<file path="config.mk">
export PLATFORM = sky130hd
export DESIGN_NAME = io_seg7_scan
export DESIGN_NICKNAME = d
export VERILOG_FILES = /design/src/rtl/seg7_pkg.sv /design/src/rtl/hex7seg.sv /design/src/rtl/io_seg7_scan.sv
export SDC_FILE = /design/constraint.sdc
export NUM_CORES = 1
export LEC_CHECK = 0
export ABC_CLOCK_PERIOD_IN_PS = 2000
export BUFFER_PORTS_ARGS = -buffer_cell sky130_fd_sc_hd__buf_2
export CAP_MARGIN = 25
export CORE_MARGIN = 10
export CORE_UTILIZATION = 45
export CTS_BUF_LIST = sky130_fd_sc_hd__clkbuf_4 sky130_fd_sc_hd__clkbuf_8
export DETAILED_ROUTE_END_ITERATION = 8
export PLACE_DENSITY = 0.66
export SYNTH_ARGS = -nofsm -noshare
export SYNTH_HDL_FRONTEND = slang
export SYNTH_SLANG_ARGS = --single-unit
</file>
<file path="constraint.sdc">
create_clock -name clock -period 2 [get_ports clock]
set_input_delay 0.4 -clock clock [delete_from_list [all_inputs] [get_ports clock]]
set_output_delay 0.4 -clock clock [all_outputs]
set_load 0.02 [all_outputs]
</file>
<file path="src/rtl/seg7_pkg.sv">
// Shared constants for the seven-segment display blocks: digit count,
// active-low "all off" codes and the hex-to-segment lookup table.
package seg7_pkg;

  localparam int NUM_DIGITS = 8;
  localparam int DIGIT_W    = $clog2(NUM_DIGITS);
  localparam int NIBBLE_W   = 4;
  localparam int SEG_W      = 7;
  localparam int VALUE_W    = NUM_DIGITS * NIBBLE_W;

  localparam logic [SEG_W-1:0]      SEG_OFF = 7'h7F;
  localparam logic [NUM_DIGITS-1:0] AN_OFF  = 8'hFF;

  // Active-low g..a patterns; entry n is the glyph for hex digit n.
  localparam logic [15:0][SEG_W-1:0] SEG_TABLE = {
    7'b0001110,  // F
    7'b0000110,  // E
    7'b0100001,  // d
    7'b1000110,  // C
    7'b0000011,  // b
    7'b0001000,  // A
    7'b0010000,  // 9
    7'b0000000,  // 8
    7'b1111000,  // 7
    7'b0000010,  // 6
    7'b0010010,  // 5
    7'b0011001,  // 4
    7'b0110000,  // 3
    7'b0100100,  // 2
    7'b1111001,  // 1
    7'b1000000   // 0
  };

  function automatic logic [SEG_W-1:0] hex_to_seg(input logic [NIBBLE_W-1:0] hex);
    return SEG_TABLE[hex];
  endfunction

endpackage

</file>
<file path="src/rtl/hex7seg.sv">
// Pure combinational hex nibble to active-low seven-segment decode (g..a).
module hex7seg
  import seg7_pkg::*;
(
  input  logic [NIBBLE_W-1:0] hex,
  output logic [SEG_W-1:0]    seg_n
);

  always_comb begin
    seg_n = hex_to_seg(hex);
  end

endmodule

</file>
<file path="src/rtl/io_seg7_scan.sv">
// Multiplexed 8-digit common-anode hex display fed from an I/O output port,
// with frame-synchronous updates, leading-zero blanking and ghost blanking.
module io_seg7_scan
  import seg7_pkg::*;
#(
  parameter int SCAN_DIV      = 50000,
  parameter int GHOST_CYCLES  = 500,
  parameter int BLANK_LEADING = 1
) (
  input  logic                  clock,
  input  logic                  resetn,
  input  logic [VALUE_W-1:0]    value,
  input  logic                  update,
  output logic [SEG_W-1:0]      seg_n,
  output logic [NUM_DIGITS-1:0] an_n,
  output logic                  frame
);

  localparam int PW = (SCAN_DIV > 1) ? $clog2(SCAN_DIV) : 1;
  localparam logic [PW-1:0]      SCAN_LAST  = PW'(SCAN_DIV - 1);
  localparam logic [PW-1:0]      GHOST_LIM  = PW'(GHOST_CYCLES);
  localparam logic [DIGIT_W-1:0] LAST_DIGIT = DIGIT_W'(NUM_DIGITS - 1);

  logic [PW-1:0]           prescaler_reg;
  logic [DIGIT_W-1:0]      index_reg;
  logic [VALUE_W-1:0]      shadow_reg;
  logic [VALUE_W-1:0]      display_reg;
  logic [NUM_DIGITS-1:0]   an_reg;
  logic [SEG_W-1:0]        seg_reg;
  logic                    frame_reg;

  logic [PW-1:0]           prescaler_next;
  logic [DIGIT_W-1:0]      index_next;
  logic [NUM_DIGITS-1:0]   an_next;
  logic [SEG_W-1:0]        seg_next;

  logic                    tick;
  logic                    wrap;
  logic                    ghost;
  logic                    dark;
  logic [NIBBLE_W-1:0]     nibble [NUM_DIGITS];
  logic [NUM_DIGITS-1:0]   digit_blank;
  logic [NIBBLE_W-1:0]     cur_nibble;
  logic [SEG_W-1:0]        dec_seg;

  assign tick = (prescaler_reg == SCAN_LAST);
  assign wrap = tick && (index_reg == LAST_DIGIT);

  // A digit is blanked when it and every more-significant nibble are zero;
  // digit 0 always shows so a zero value still reads "0".
  for (genvar gi = 0; gi < NUM_DIGITS; gi++) begin : g_digit
    assign nibble[gi] = display_reg[gi*NIBBLE_W +: NIBBLE_W];
    if (gi == 0 || BLANK_LEADING == 0) begin : g_keep
      assign digit_blank[gi] = 1'b0;
    end else begin : g_blank
      assign digit_blank[gi] = ~|display_reg[VALUE_W-1:gi*NIBBLE_W];
    end
  end

  assign cur_nibble = nibble[index_reg];

  hex7seg u_hex7seg (
    .hex   (cur_nibble),
    .seg_n (dec_seg)
  );

  always_comb begin
    prescaler_next = tick ? '0 : prescaler_reg + 1'b1;
    index_next     = tick ? index_reg + 1'b1 : index_reg;
  end

  // Outputs are computed from the current scan state and registered, so
  // anodes and segments change together one cycle behind the counters.
  always_comb begin
    ghost    = (prescaler_reg < GHOST_LIM);
    dark     = ghost || digit_blank[index_reg];
    an_next  = AN_OFF;
    seg_next = SEG_OFF;
    if (!dark) begin
      an_next  = ~(NUM_DIGITS'(1) << index_reg);
      seg_next = dec_seg;
    end
  end

  always_ff @(posedge clock or negedge resetn) begin
    if (!resetn) begin
      prescaler_reg <= '0;
      index_reg     <= '0;
      shadow_reg    <= '0;
      display_reg   <= '0;
      an_reg        <= AN_OFF;
      seg_reg       <= SEG_OFF;
      frame_reg     <= 1'b0;
    end else begin
      prescaler_reg <= prescaler_next;
      index_reg     <= index_next;
      if (update) begin
        shadow_reg <= value;
      end
      // Non-blocking read of shadow_reg means a coincident update lands next frame.
      if (wrap) begin
        display_reg <= shadow_reg;
      end
      an_reg    <= an_next;
      seg_reg   <= seg_next;
      frame_reg <= wrap;
    end
  end

  assign an_n  = an_reg;
  assign seg_n = seg_reg;
  assign frame = frame_reg;

endmodule

</file>
Yosys cells after proc, flatten, opt, wreduce, memory -nomap -nowiden
Memory sizes are Yosys's and may differ from the RTL's.
Index checks and enable logic that the tools add are counted.
Widths: inputs -> output; s select.
{ "op_classes": {"mux": 9, "order_cmp": 4, "n_reduce_logical": 16, "add_sub_neg": 2, "n_eq_ne": 2, "bitwise_logic": 2, "shifts": 1} }
{ "ops": {"columns": ["operator", "n"], "rows": [
  ["$reduce_or 28->1", 1],
  ["$reduce_or 24->1", 1],
  ["$reduce_or 20->1", 1],
  ["$add 16x1->16 const B", 1],
  ["$eq 16x16->1 const B", 1],
  ["$lt 16x9->1 const B", 1],
  ["$mux 16", 1],
  ["$reduce_or 16->1", 1],
  ["$mux 7", 2],
  ["$bmux 4 s3", 1],
  ["$reduce_or 12->1", 1],
  ["$mux 4", 2],
  ["$mux 8", 1],
  ["$not 8->8", 1],
  ["$reduce_or 8->1", 1],
  ["$shl 1x3->8 const A", 1],
  ["$logic_not 1->1", 7],
  ["$lt 4x5->1 const B", 1],
  ["$ge 4x4->1 const B", 1],
  ["$lt 3x4->1 const B", 1],
  ["$not 3->4", 1],
  ["$reduce_or 4->1", 1],
  ["$add 3x1->3 const B", 1],
  ["$bmux 1 s3", 1],
  ["other kinds (4)", 4]
]} }
{ "word_totals": {"mem_bits_ro": 112, "out_inout_bits": 16, "in_bits": 35, "mem_count": 1, "ff_bits": 99} }
{ "memory_table": {"columns": ["name", "depth", "word_bits", "read_ports", "rd_clocked_by_memory_dff", "write_ports", "line", "rtl"], "rows": [
  ["(no name shown)", 16, 7, 1, 0, 0, "seg7_pkg.sv:35", "return SEG_TABLE[hex];"]
]} }

Longest topological paths before layout
{ "depth": {"ltp_word": 7, "depth_mapped": 8, "mapped_depth_nobuf": 7} }

By module
A second synthesis with hierarchy kept.
{ "hier_totals": {"hier_cells": 344, "hier_area_um2": 4639.4} }
{ "by_module_without_submodules": {"columns": ["mod", "n_inst", "cells_per_inst", "seq_area_each_um2", "area_each_um2"], "rows": [
  ["io_seg7_scan", 1, 312, 2496.1, 4364.2],
  ["hex7seg", 1, 32, 0.0, 275.3]
]} }

Worst setup path before layout
No wires, ideal clock.
{ "synth_path": {"kind": "flip-flop to flip-flop", "from": "register index_reg[1]", "to": "register seg_reg[5], in the netlist seg_n[5]", "period_less_slack_ns": 2.202, "path_slack_ns": -0.202, "setup_time_ns": 0.107, "arrival_time_ns": 2.095, "required_ns": 1.893, "stages_incl_launch_ff": 8, "path_cell_list": "dfrtp_1 -> buf_2 -> mux4_2 -> mux2i_1 -> inv_1 -> ha_1 -> mux2i_1 -> o221ai_1"} }
{ "synth_via": {"elab_chain_cells": 7, "word_cells_on_any_way": 10, "cone_classes": "7 x mux; 1 x bitwise; 1 x reduce/logical; 1 x memory"} }
{ "synth_lines": {"columns": ["item", "line", "rtl"], "rows": [
  ["start, declared", "io_seg7_scan.sv:25", "logic [DIGIT_W-1:0] index_reg;"],
  ["start signal, assigned", "io_seg7_scan.sv:96", "index_reg <= index_next;"],
  ["$not 3->4 (not written as such)", "io_seg7_scan.sv:60", "assign cur_nibble = nibble[index_reg];"],
  ["$bmux 4 s3", "io_seg7_scan.sv:60", null],
  ["$mux 4 (not written as such) (2 in series)", "io_seg7_scan.sv:60", null],
  ["$mem_v2 16x7", null, null],
  ["$mux 7 (not written as such)", "seg7_pkg.sv:35", null],
  ["$mux 7 (*)", "io_seg7_scan.sv:79", "if (!dark) begin"],
  ["via seg_next[5]", "io_seg7_scan.sv:35", "logic [SEG_W-1:0] seg_next;"],
  ["end signal, assigned", "io_seg7_scan.sv:105", "seg_reg <= seg_next;"],
  ["end, declared", "io_seg7_scan.sv:29", "logic [SEG_W-1:0] seg_reg;"]
]} }
Mark *: on every way through the listed nets, which the timed path passes. The rest lies on a longest branch. The select of a mux whose other input is x is not followed.
A chain may end at the register's enable or synchronous reset.

Final worst setup path
{ "layout_path": {"from": "register index_reg[0]", "to": "register seg_reg[4], in the netlist seg_n[4]"} }
Same word-level chain as after synthesis.

==> metrics.md <==
| Metric | Value |
|---|---|
| Maximum number of pins on one net before global-route repair | `100` |
| Initial antenna violation count | `0` |
| Transition time of the tightest slew-check pin | `526.3 ps` |
| Total core area | `0.009729 sq mm` |
| # setup viols final | `0` |
| NumNets Final | `442` |
| Outcome | `finished, final reports clean` |
| F_max | `501.9 MHz` |
| Placed insts | `510` |
| Leading area contributor after synthesis | `dfrtp_1` |
| Number of enable-type register cells in the synthesized netlist | `0` |
| Tightest slew margin relative to the limit | `0.6491` |
| Worst min-delay path class | `input pin to async pin` |
| CTS tree | `yes` |
| PwrDens | `702.5 mW/mm^2` |
| Kind of critical path | `flip-flop to flip-flop` |
| Detail-routed net length per standard cell | `15.72 um` |
| Routed wire length | `8365 um` |
| Count of TritonRoute iterations in the first routing pass | `4` |
| Clock buffer count from CTS | `9` |
| Number of cells on the worst reg-to-reg path | `6` |
| Slack of the worst reg-to-reg path | `8 ps` |
| Maximum Capacitance Violations | `0` |
| Leading cell types by total area after synthesis | `dfrtp_1 47%, mux2_4 10%, mux2_2 9.0%, dfstp_2 8.8%, mux4_2 4.0%` |
| Clock Tree Buf Depth | `2` |
| Average cell area after synthesis | `14.12 sq um` |
| Number of levels the H-tree was split into | `3` |
| Cell count after synthesis | `318` |
| Routed Antenna Nets | `0` |
| CTS root buffer | `clkbuf_8` |
| Starting DRC count in detailed routing | `121` |
| Number of standard-cell rows in the floorplan | `36` |
| Sinks on Clock Net | `99` |
| Initial Utilization | `0.4615` |
| Area of the mapped netlist | `0.004491 sq mm` |
| Top_reg_cell synth | `dfrtp_1` |
| Final Instance Area | `0.005435 sq mm` |
| Synth warn | `0` |
| Layout Skew | `11.69 ps` |
| Number of global-route vias before repair | `2,908` |
| Final global-route overflow total | `0` |
| Count of input and output buffers | `50` |
| Post-place instance area | `0.005072 sq mm` |
| Total die area | `0.01437 sq mm` |
| Layout overhead on the synthesized area | `21.04%` |
| Post-route insts no fill | `532` |
| Kind of capture point of the worst setup path | `flip-flop` |
| Fin crit period | `1992 ps` |
| HPWL after detailed placement | `6066 um` |
| IO Count | `51` |
| Unrepaired setup endpoints after global routing | `true` |
| Number of design rule violations left after detail routing | `0` |
| Commonest cells in the synthesized netlist | `84 x dfrtp_1, 36 x mux2_2, 30 x mux2_4` |
| Number of inserted filler cells in the final layout | `862` |
| Worst path arrival time | `2280 ps` |
| Yosys reg bits | `99` |
| Yosys top cell area share | `0.4681` |
| Worst vdd ir | `394.1 uV` |
| Footprint of the multi-input gates | `0.001958 sq mm` |
| Proportion of register bits with asynchronous set or reset after synthesis | `1.000` |
| Sequential-to-total area share from yosys stat | `0.5559` |
| Number of failing hold endpoints at the final stage | `0` |
| Wire length of the first global-routing pass | `14,370 um` |
| Reg2reg start | `index_reg[0]$_DFFE_PN0N_` |
| Fraction of the cycle the final worst path needs | `0.9962` |
| Count leader, synth | `dfrtp_1` |
| WP data required | `2280 ps` |
| Synth cell types | `37` |
| Number of antenna cells inserted | `0` |
| Die height | `119.9 um` |
| Post-synth net total | `366` |
| FF+latch area | `0.002499 sq mm` |
| Weighted congestion reported at the end of routability-driven placement | `0.8360` |
| Total number of vias | `2,690` |
| Endpoint of the worst-slack reg-to-reg timing path | `seg_n[4]$_DFF_PN1_` |
| Clock transition time at the flip-flop clock pins of the worst setup and hold paths | `100 ps` |
| All-layer global routing usage | `0.1224` |
| Number of hold buffers added after cts | `0` |
| Fin. max-slew vios | `0` |
| Clock latency at the later pin of the worst-skew pair | `370 ps` |
| Leakage power figure | `2.574 nW` |
| Via density | `5.056` |
| Worst-path maximum fanout | `6` |
| Width of the die | `119.9 um` |
| Layout cells sized above 1 | `0.4987` |
| Kind of start point of the critical path | `flip-flop` |
worst max-delay path by stage:
stage               cells past startpoint            endpoint                startpoint  slack (ps)
floorplan                               7  seg_n[5]$_DFF_PN1_  index_reg[0]$_DFFE_PN0N_         -10
global placement                        6  seg_n[4]$_DFF_PN1_  index_reg[0]$_DFFE_PN0N_          30
detailed placement                      6  seg_n[4]$_DFF_PN1_  index_reg[0]$_DFFE_PN0N_           2
CTS                                     6  seg_n[4]$_DFF_PN1_  index_reg[0]$_DFFE_PN0N_           1
global route                            6  seg_n[4]$_DFF_PN1_  index_reg[0]$_DFFE_PN0N_         -70
finish                                  6  seg_n[4]$_DFF_PN1_  index_reg[0]$_DFFE_PN0N_           8
per-layer routing:
layer	wire, um	global-route usage
met1	3995	0.1650
met2	3825	0.1788
met3	394	0.03235
met4	150	0.06033
met5	0	0
where the power goes:
group          internal [mW]  switching (mW)
combinational         0.0905          0.0717
clock                  0.867           0.686
sequential              2.07          0.0368
cell type report:
type	instances	share of cell area
clock buffers	10	0.02532
clock inverters	6	0.02049
inverters	7	0.004834
multi-input cells	198	0.3603
flip-flops and latches	99	0.4597
well taps	133	0.03062
repair buffers	79	0.09876
timing repair:
action / in CTS / in global routing
setup buffers: 1 / 3
gates resized for setup: 0 / 15
endpoints found under the setup margin: 4 / 32
cloned: 0 / 2
pin swaps: 0 / 3
kinds of logic after synthesis:
logic type                 Yosys count  synth area share
xor gates and xnor gates            14           0.02731
buffers and inverters               21           0.02340
muxes                               80            0.2441
AOI/OAI and AO/OA                   22           0.03093
DFF                                 99            0.5559
and+or+nand+nor                     69           0.08220
adders and majority gates           13           0.03622
worst max-delay path, stage by stage (launching register included):
cell and delay [ps]:
dfrtp_2 450, mux4_2 520, mux2_4 330, ha_4 180, mux2_4 260, nand2_1 60, o211ai_1 110
cells in the final DEF, fill, tap and decap left out, types with 2 or more instances in the layout:
cell type	netlist	layout
a21oi_1	5	5
or3_1	2	2
mux4_2	8	8
nor4_1	8	8
buf_4	0	23
ha_2	0	2
nand4_1	5	5
o211ai_1	5	5
dfrtp_1	84	82
nand2_1	13	13
ha_4	0	2
o221ai_1	2	2
mux2_2	36	34
inv_2	0	2
bufinv_16	0	3
buf_6	3	3
nand2b_1	3	3
o21ai_0	7	5
mux2_4	30	32
buf_12	0	3
mux2i_1	6	4
dfrtp_2	0	2
xnor2_1	8	8
nand3_1	14	14
nor2_1	15	15
buf_2	3	49
dfstp_2	15	15
xor2_1	6	6
clkbuf_8	0	10
ha_1	13	9
inv_1	7	5
through the flow:
stage	TNS (ps)	utilization	power, mW	setup WS [ps]	hold WS [ps]
finish	0	0.5586	3.818	7.548	62.96
global route	-331.1	0.5586	3.978	-69.07	111.1
CTS	0	0.5477	3.876	1.446	88.26
detailed placement	0	0.5213	2.313	1.915	487.9
global placement	0	0.5213	2.304	27.23	480.7
floorplan	-26.23	-	2.208	-14.53	104.4
(Power assumes the default switching activity.)
